[config.mk]
export PLATFORM = sky130hd
export DESIGN_NAME = pc_fetch_sequencer
export DESIGN_NICKNAME = d
export VERILOG_FILES = /design/src/rtl/pc_fetch_sequencer.sv
export SDC_FILE = /design/constraint.sdc
export NUM_CORES = 1
export LEC_CHECK = 0
export ABC_AREA = 1
export ABC_CLOCK_PERIOD_IN_PS = 2100
export BUFFER_PORTS_ARGS = -buffer_cell sky130_fd_sc_hd__buf_2
export CORE_MARGIN = 2
export CORE_UTILIZATION = 50
export CTS_CLUSTER_DIAMETER = 100
export DETAILED_ROUTE_END_ITERATION = 16
export GPL_TIMING_DRIVEN = 0
export PLACE_DENSITY = 0.81
export REMOVE_ABC_BUFFERS = 1
export SLEW_MARGIN = 25
export SYNTH_ARGS = -nofsm -noshare
export SYNTH_HDL_FRONTEND = slang
export SYNTH_SLANG_ARGS = --single-unit
[constraint.sdc]
create_clock -name clk -period 2.1 [get_ports clk]
set_input_delay 0.105 -clock clk [delete_from_list [all_inputs] [get_ports clk]]
set_output_delay 0.105 -clock clk [all_outputs]
set_load 0.02 [all_outputs]
[src/rtl/pc_fetch_sequencer.sv]
// Fetch PC owner for the 5-stage MIPS pipeline: sequential/redirect/exception next-PC
// arbitration with imem handshake hold. Optional exception path: define PC_SEQ_EXC_EN.
module pc_fetch_sequencer #(
  parameter logic [31:0] RESET_PC   = 32'h0000_0000,
  parameter logic [31:0] EXC_VECTOR = 32'h8000_0180
) (
  input  logic        clk,
  input  logic        rst_n,
  input  logic        stall,
  input  logic        imem_ready,
  input  logic        redir_valid,
  input  logic [31:0] redir_pc,
  input  logic        exc_valid,
  input  logic [31:0] exc_pc,
  output logic [31:0] pc,
  output logic        pc_valid,
  output logic [31:0] pc_plus4,
  output logic        flush_ifid,
  output logic [31:0] epc
);

  typedef enum logic [1:0] {
    ST_BOOT,
    ST_RUN,
    ST_PEND
  } state_t;

  state_t      r_state;
  logic [31:0] r_pc;
  logic [31:0] r_pend_pc;
  logic        r_pc_valid;

  logic        w_exc;
  logic [31:0] w_exc_tgt;
  logic        w_req;
  logic [31:0] w_tgt;
  logic [31:0] w_pend_tgt;
  logic [31:0] w_pc_plus4;

`ifdef PC_SEQ_EXC_EN
  assign w_exc     = exc_valid;
  assign w_exc_tgt = {EXC_VECTOR[31:2], 2'b00};
`else
  logic w_unused;
  assign w_exc     = 1'b0;
  assign w_exc_tgt = '0;
  assign w_unused  = ^{exc_valid, exc_pc, EXC_VECTOR};
`endif

  // A stalled decode cannot redirect, but an exception is never blocked by stall.
  assign w_req      = w_exc | (redir_valid & ~stall);
  assign w_tgt      = w_exc ? w_exc_tgt : {redir_pc[31:2], 2'b00};
  assign w_pend_tgt = w_exc ? w_exc_tgt : r_pend_pc;
  assign w_pc_plus4 = r_pc + 32'd4;

  always_ff @(posedge clk or negedge rst_n) begin
    if (!rst_n) begin
      r_state    <= ST_BOOT;
      r_pc       <= RESET_PC;
      r_pend_pc  <= '0;
      r_pc_valid <= 1'b0;
    end else begin
      case (r_state)
        ST_BOOT: begin
          r_state    <= ST_RUN;
          r_pc_valid <= 1'b1;
        end
        ST_RUN: begin
          if (w_req) begin
            if (imem_ready) begin
              r_pc <= w_tgt;
            end else begin
              r_pend_pc <= w_tgt;
              r_state   <= ST_PEND;
            end
          end else if (imem_ready && !stall) begin
            r_pc <= w_pc_plus4;
          end
        end
        ST_PEND: begin
          // Held target is applied as soon as imem lets the address move; stall is irrelevant.
          if (imem_ready) begin
            r_pc    <= w_pend_tgt;
            r_state <= ST_RUN;
          end else begin
            r_pend_pc <= w_pend_tgt;
          end
        end
        default: begin
          r_state    <= ST_BOOT;
          r_pc_valid <= 1'b0;
        end
      endcase
    end
  end

  always_comb begin
    flush_ifid = 1'b0;
    case (r_state)
      ST_RUN:  flush_ifid = w_req & imem_ready;
      ST_PEND: flush_ifid = imem_ready;
      default: flush_ifid = 1'b0;
    endcase
  end

`ifdef PC_SEQ_EXC_EN
  logic [31:0] r_epc;

  always_ff @(posedge clk or negedge rst_n) begin
    if (!rst_n) begin
      r_epc <= '0;
    end else if (w_exc && (r_state == ST_RUN || r_state == ST_PEND)) begin
      r_epc <= exc_pc;
    end
  end

  assign epc = r_epc;
`else
  assign epc = '0;
`endif

  assign pc       = r_pc;
  assign pc_valid = r_pc_valid;
  assign pc_plus4 = w_pc_plus4;

endmodule
==> impl_results.md <==
* Outcome: finished clean
* Gr ovfl total at 0
* R2r endpoint: pc[19]
* CTS H-tree depth at 3
* Max Freq at 500 MHz
* Vias in the first global route at a little under 4k
* Endpoints failing setup at 0
* Worst R2R Start: r_state[0]
* Die height at 98.0 µm
* Post-synthesis xor/xnor area fraction at under 10%
* Critical Path RT at roughly 2300 ps
* ANT nets after route at 0
* Fillers at 822
* VDD IR max at 978 µV
* Slew margin rel. at 62.5%
* Clock sink count at 63
* Die ar. at ~9600 µm²
* Vias post-DR at 4,218
* Rows at 34
* Synthesized area at around 4400 µm²
* CP startpoint kind: flop
* EDFF count, synth at 0
* Core box area at between 8000 and 9000 µm²
* Largest family of logic cells by synthesized area: simple AND/OR/NAND/NOR gates
* Sequential share of power at between 30% and 40%
* Ys async rst share at 100%
* Reg2Reg Setup Slack at about 100 ps
* Min cycle time layout at between 1500 and 2000 ps
* Post-route setup TNS at 0 ps
* Switching Fraction at 47.6%
* Area added between synthesis and finish at 16.5%
* Fin. Hold Viols at 0
* Area occupied by multi-input gates at approximately 2300 µm²
* Min-delay worst type: primary input to flop
* CTS tree: built
* Top cells by area, synth: dfrtp_1 (36%), nand2_1 (20%), inv_1 (6.8%)
* Cts bufs inserted at 9
* Critical path arrival at approximately 2200 ps
* Residual DRC at 0
* Mux contribution to synthesized area at 0.255%
* Ys Warns at 0
* Max-Cap Viols at 0
* DR WL/cell at ~12 µm
* Simple-gate share of the synthesized area at 32.8%
* Skew final at between 10 and 15 ps
* Clock power frac at between 10% and 20%
* First-pass GRT wire length at 17,800 µm
* Lkg Pwr at around 0.0029 µW
* Mapped Cells at 656
* HPWL after DPL at between 7000 and 8000 µm
* Area leader, netlist: dfrtp_1
* Slew @ Worst Pin at ~560 ps
* R2R depth at 10
* Synth unique cells at 30
* Internal Power at 3560 µW
* Pre-antenna DRT Iters at 5
* Ant. Diodes at 0
* Placer Congestion at between 0.8 and 0.9
* Clock latency on the worst-skew pair at 350 ps
* Root buf cell: clkbuf_8
* Yosys reg bits at 63
* Peak fanout along the critical path at 56
* Hold WS at between 20 and 25 ps
* Routed vias/inst at around 4.9
* Synth Area per Inst at roughly 6.7 µm²
* CP startpoint: r_state[0]
* Critical path class: flop to flop
* Psw at 3230 µW
* Layout cell share with drive strength beyond 1 at roughly 20%
* Largest net degree at the start of global routing at between 50 and 60
* Nets at slightly above 800
* # IOs at 168
* Die Span X at 98.0 µm
* Max Slew Vio Count at 0
* Clock slew at reported path FFs at around 80 ps
* Adder-cell area share of the yosys netlist at 1.13%
* RSZ-0062 raised after global routing: true
* Fraction of synthesized cell area taken by the top area cell type at 35.7%
* Period utilization at a little over nine tenths
* Power Density at between 1000 and 1500 nW/µm²
* Max clock buf depth at 2
* Dominant synthesized flop cell: dfrtp_1
* Initial DRC count at between 150 and 200
* Combinational power share at between 50% and 60%
* IO buf count at 96
* Initial Util at roughly half
* Drt total wl at about 11,000 µm
* Worst Setup EP: pc[19]
* Tot GR Track Use at approximately 23%
* Crit. End Element: flop
* Compound-cell area share of the yosys netlist at 9.52%
* Sequential area share after synthesis at between 30 and 40%
* Antenna violations before repair at 0
* Register Area at 1580 µm²
[worst min path at each step]
stage,to,startpoint,cells after the start
after floorplan,pc[10],rst_n,0
after global placement,r_pend_pc[2],redir_pc[2],3
after detailed placement,r_pend_pc[3],rst_n,1
after CTS,r_pend_pc[14],redir_pc[14],3
after global routing,r_pend_pc[23],redir_pc[23],3
final,r_pend_pc[9],redir_pc[9],3
[power by group through the flow]
stage / combinational [µW] / sequential (µW) / clock, µW
final: 3430 / 2310 / 1070
after CTS: 3400 / 2280 / 1070
after floorplan: 2030 / 2450 / 0
after global routing: 3830 / 2380 / 1130
after detailed placement: 3300 / 2300 / 0
after global placement: 3120 / 2270 / 0
[flip-flops by register name, indices dropped and copies added (netlist names)]
register / count
r_state: 2
pc: 30
r_pend_pc: 30
pc_valid: 1
[logic make-up (layout without fill, tap and decap cells)]
kind of cell,Yosys count,after routing
compound gates,80,80
xor+xnor,15,15
fa+ha+maj,4,4
buf+inv,143,208
flops,63,63
mux,1,1
other cells,1,36
simple gates,349,349
[cells in the final DEF (no fill, tap or decap), drive strengths merged, types with 12 or more instances in the layout]
| cell type | Yosys | final |
|---|---|---|
| clkbuf | 18 | 12 |
| nor2 | 86 | 86 |
| o21ai | 61 | 61 |
| dfrtp | 63 | 63 |
| nand3 | 15 | 15 |
| buf | 43 | 109 |
| xor2 | 15 | 15 |
| nand2 | 234 | 234 |
| inv | 82 | 82 |
| conb | 1 | 36 |
[synth_stat cells (2+ instances only)]
cell and count:
a21oi_1 10, a22oi_1 4, and2_1 4, buf_2 2, buf_4 38, buf_6 3
clkbuf_1 14, clkbuf_8 4, dfrtp_1 63, ha_1 4, inv_1 80, inv_2 2
nand2_1 230, nand2_2 3, nand3_1 15, nand3b_1 7, nand4_1 2, nor2_1 76
nor2_2 3, nor2_4 7, o211ai_1 3, o21ai_0 59, o21ai_1 2, o22ai_1 2
xor2_1 11, xor2_2 4
[metal layers]
layer	routed length, µm	global-route usage, %	vias up	share of wire [%]
li1	-	-	2114	-
met1	4600	29.3	1940	43
met2	5230	37.5	153	49
met3	772	4.80	11	7.2
met4	138	7.59	0	1.3
met5	0	0	-	0
[through the flow]
stage | std cells | area (µm²) | total power (µW) | setup slack (ps) | utilization (%)
6_report | 864 | 5140 | 6800 | 101 | 59.6
5_1_grt | 864 | 5140 | 7340 | -41.2 | 59.6
4_1_cts | 861 | 5100 | 6750 | 4.46 | 59.0
3_5_place_dp | 840 | 4850 | 5590 | -816 | 56.1
3_3_place_gp | 834 | 4730 | 5390 | -2310 | 54.7
2_1_floorplan | 630 | 4110 | 4490 | -1100 | -
[layout make-up]
| cell class | count | share of cell area, % |
|---|---|---|
| multi-input combinational | 485 | 44.0 |
| timing repair buffer | 110 | 12.8 |
| tap | 108 | 2.63 |
| sequential | 63 | 30.7 |
| clock buffer | 12 | 2.82 |
| clock inverter | 4 | 0.876 |
| inverter | 82 | 6.13 |
[repair_timing]
action	in CTS	in global routing
endpoints found under the hold margin	30	0
setup endpoints to repair	35	31
hold buffers	1	0
gates cloned	0	0
pin swaps	2	2
buffers inserted	4	3
resized for setup	5	7
[worst max-delay path: stages, from the launching register on]
cell	delay (ps)
dfrtp_1	390
inv_1	120
ha_4	190
inv_8	120
or2_2	310
nand4_1	190
buf_4	170
buf_6	170
nor2_1	50
nand2_1	80
nand2_1	60
No activity file was read; power rests on OpenSTA's default activity.
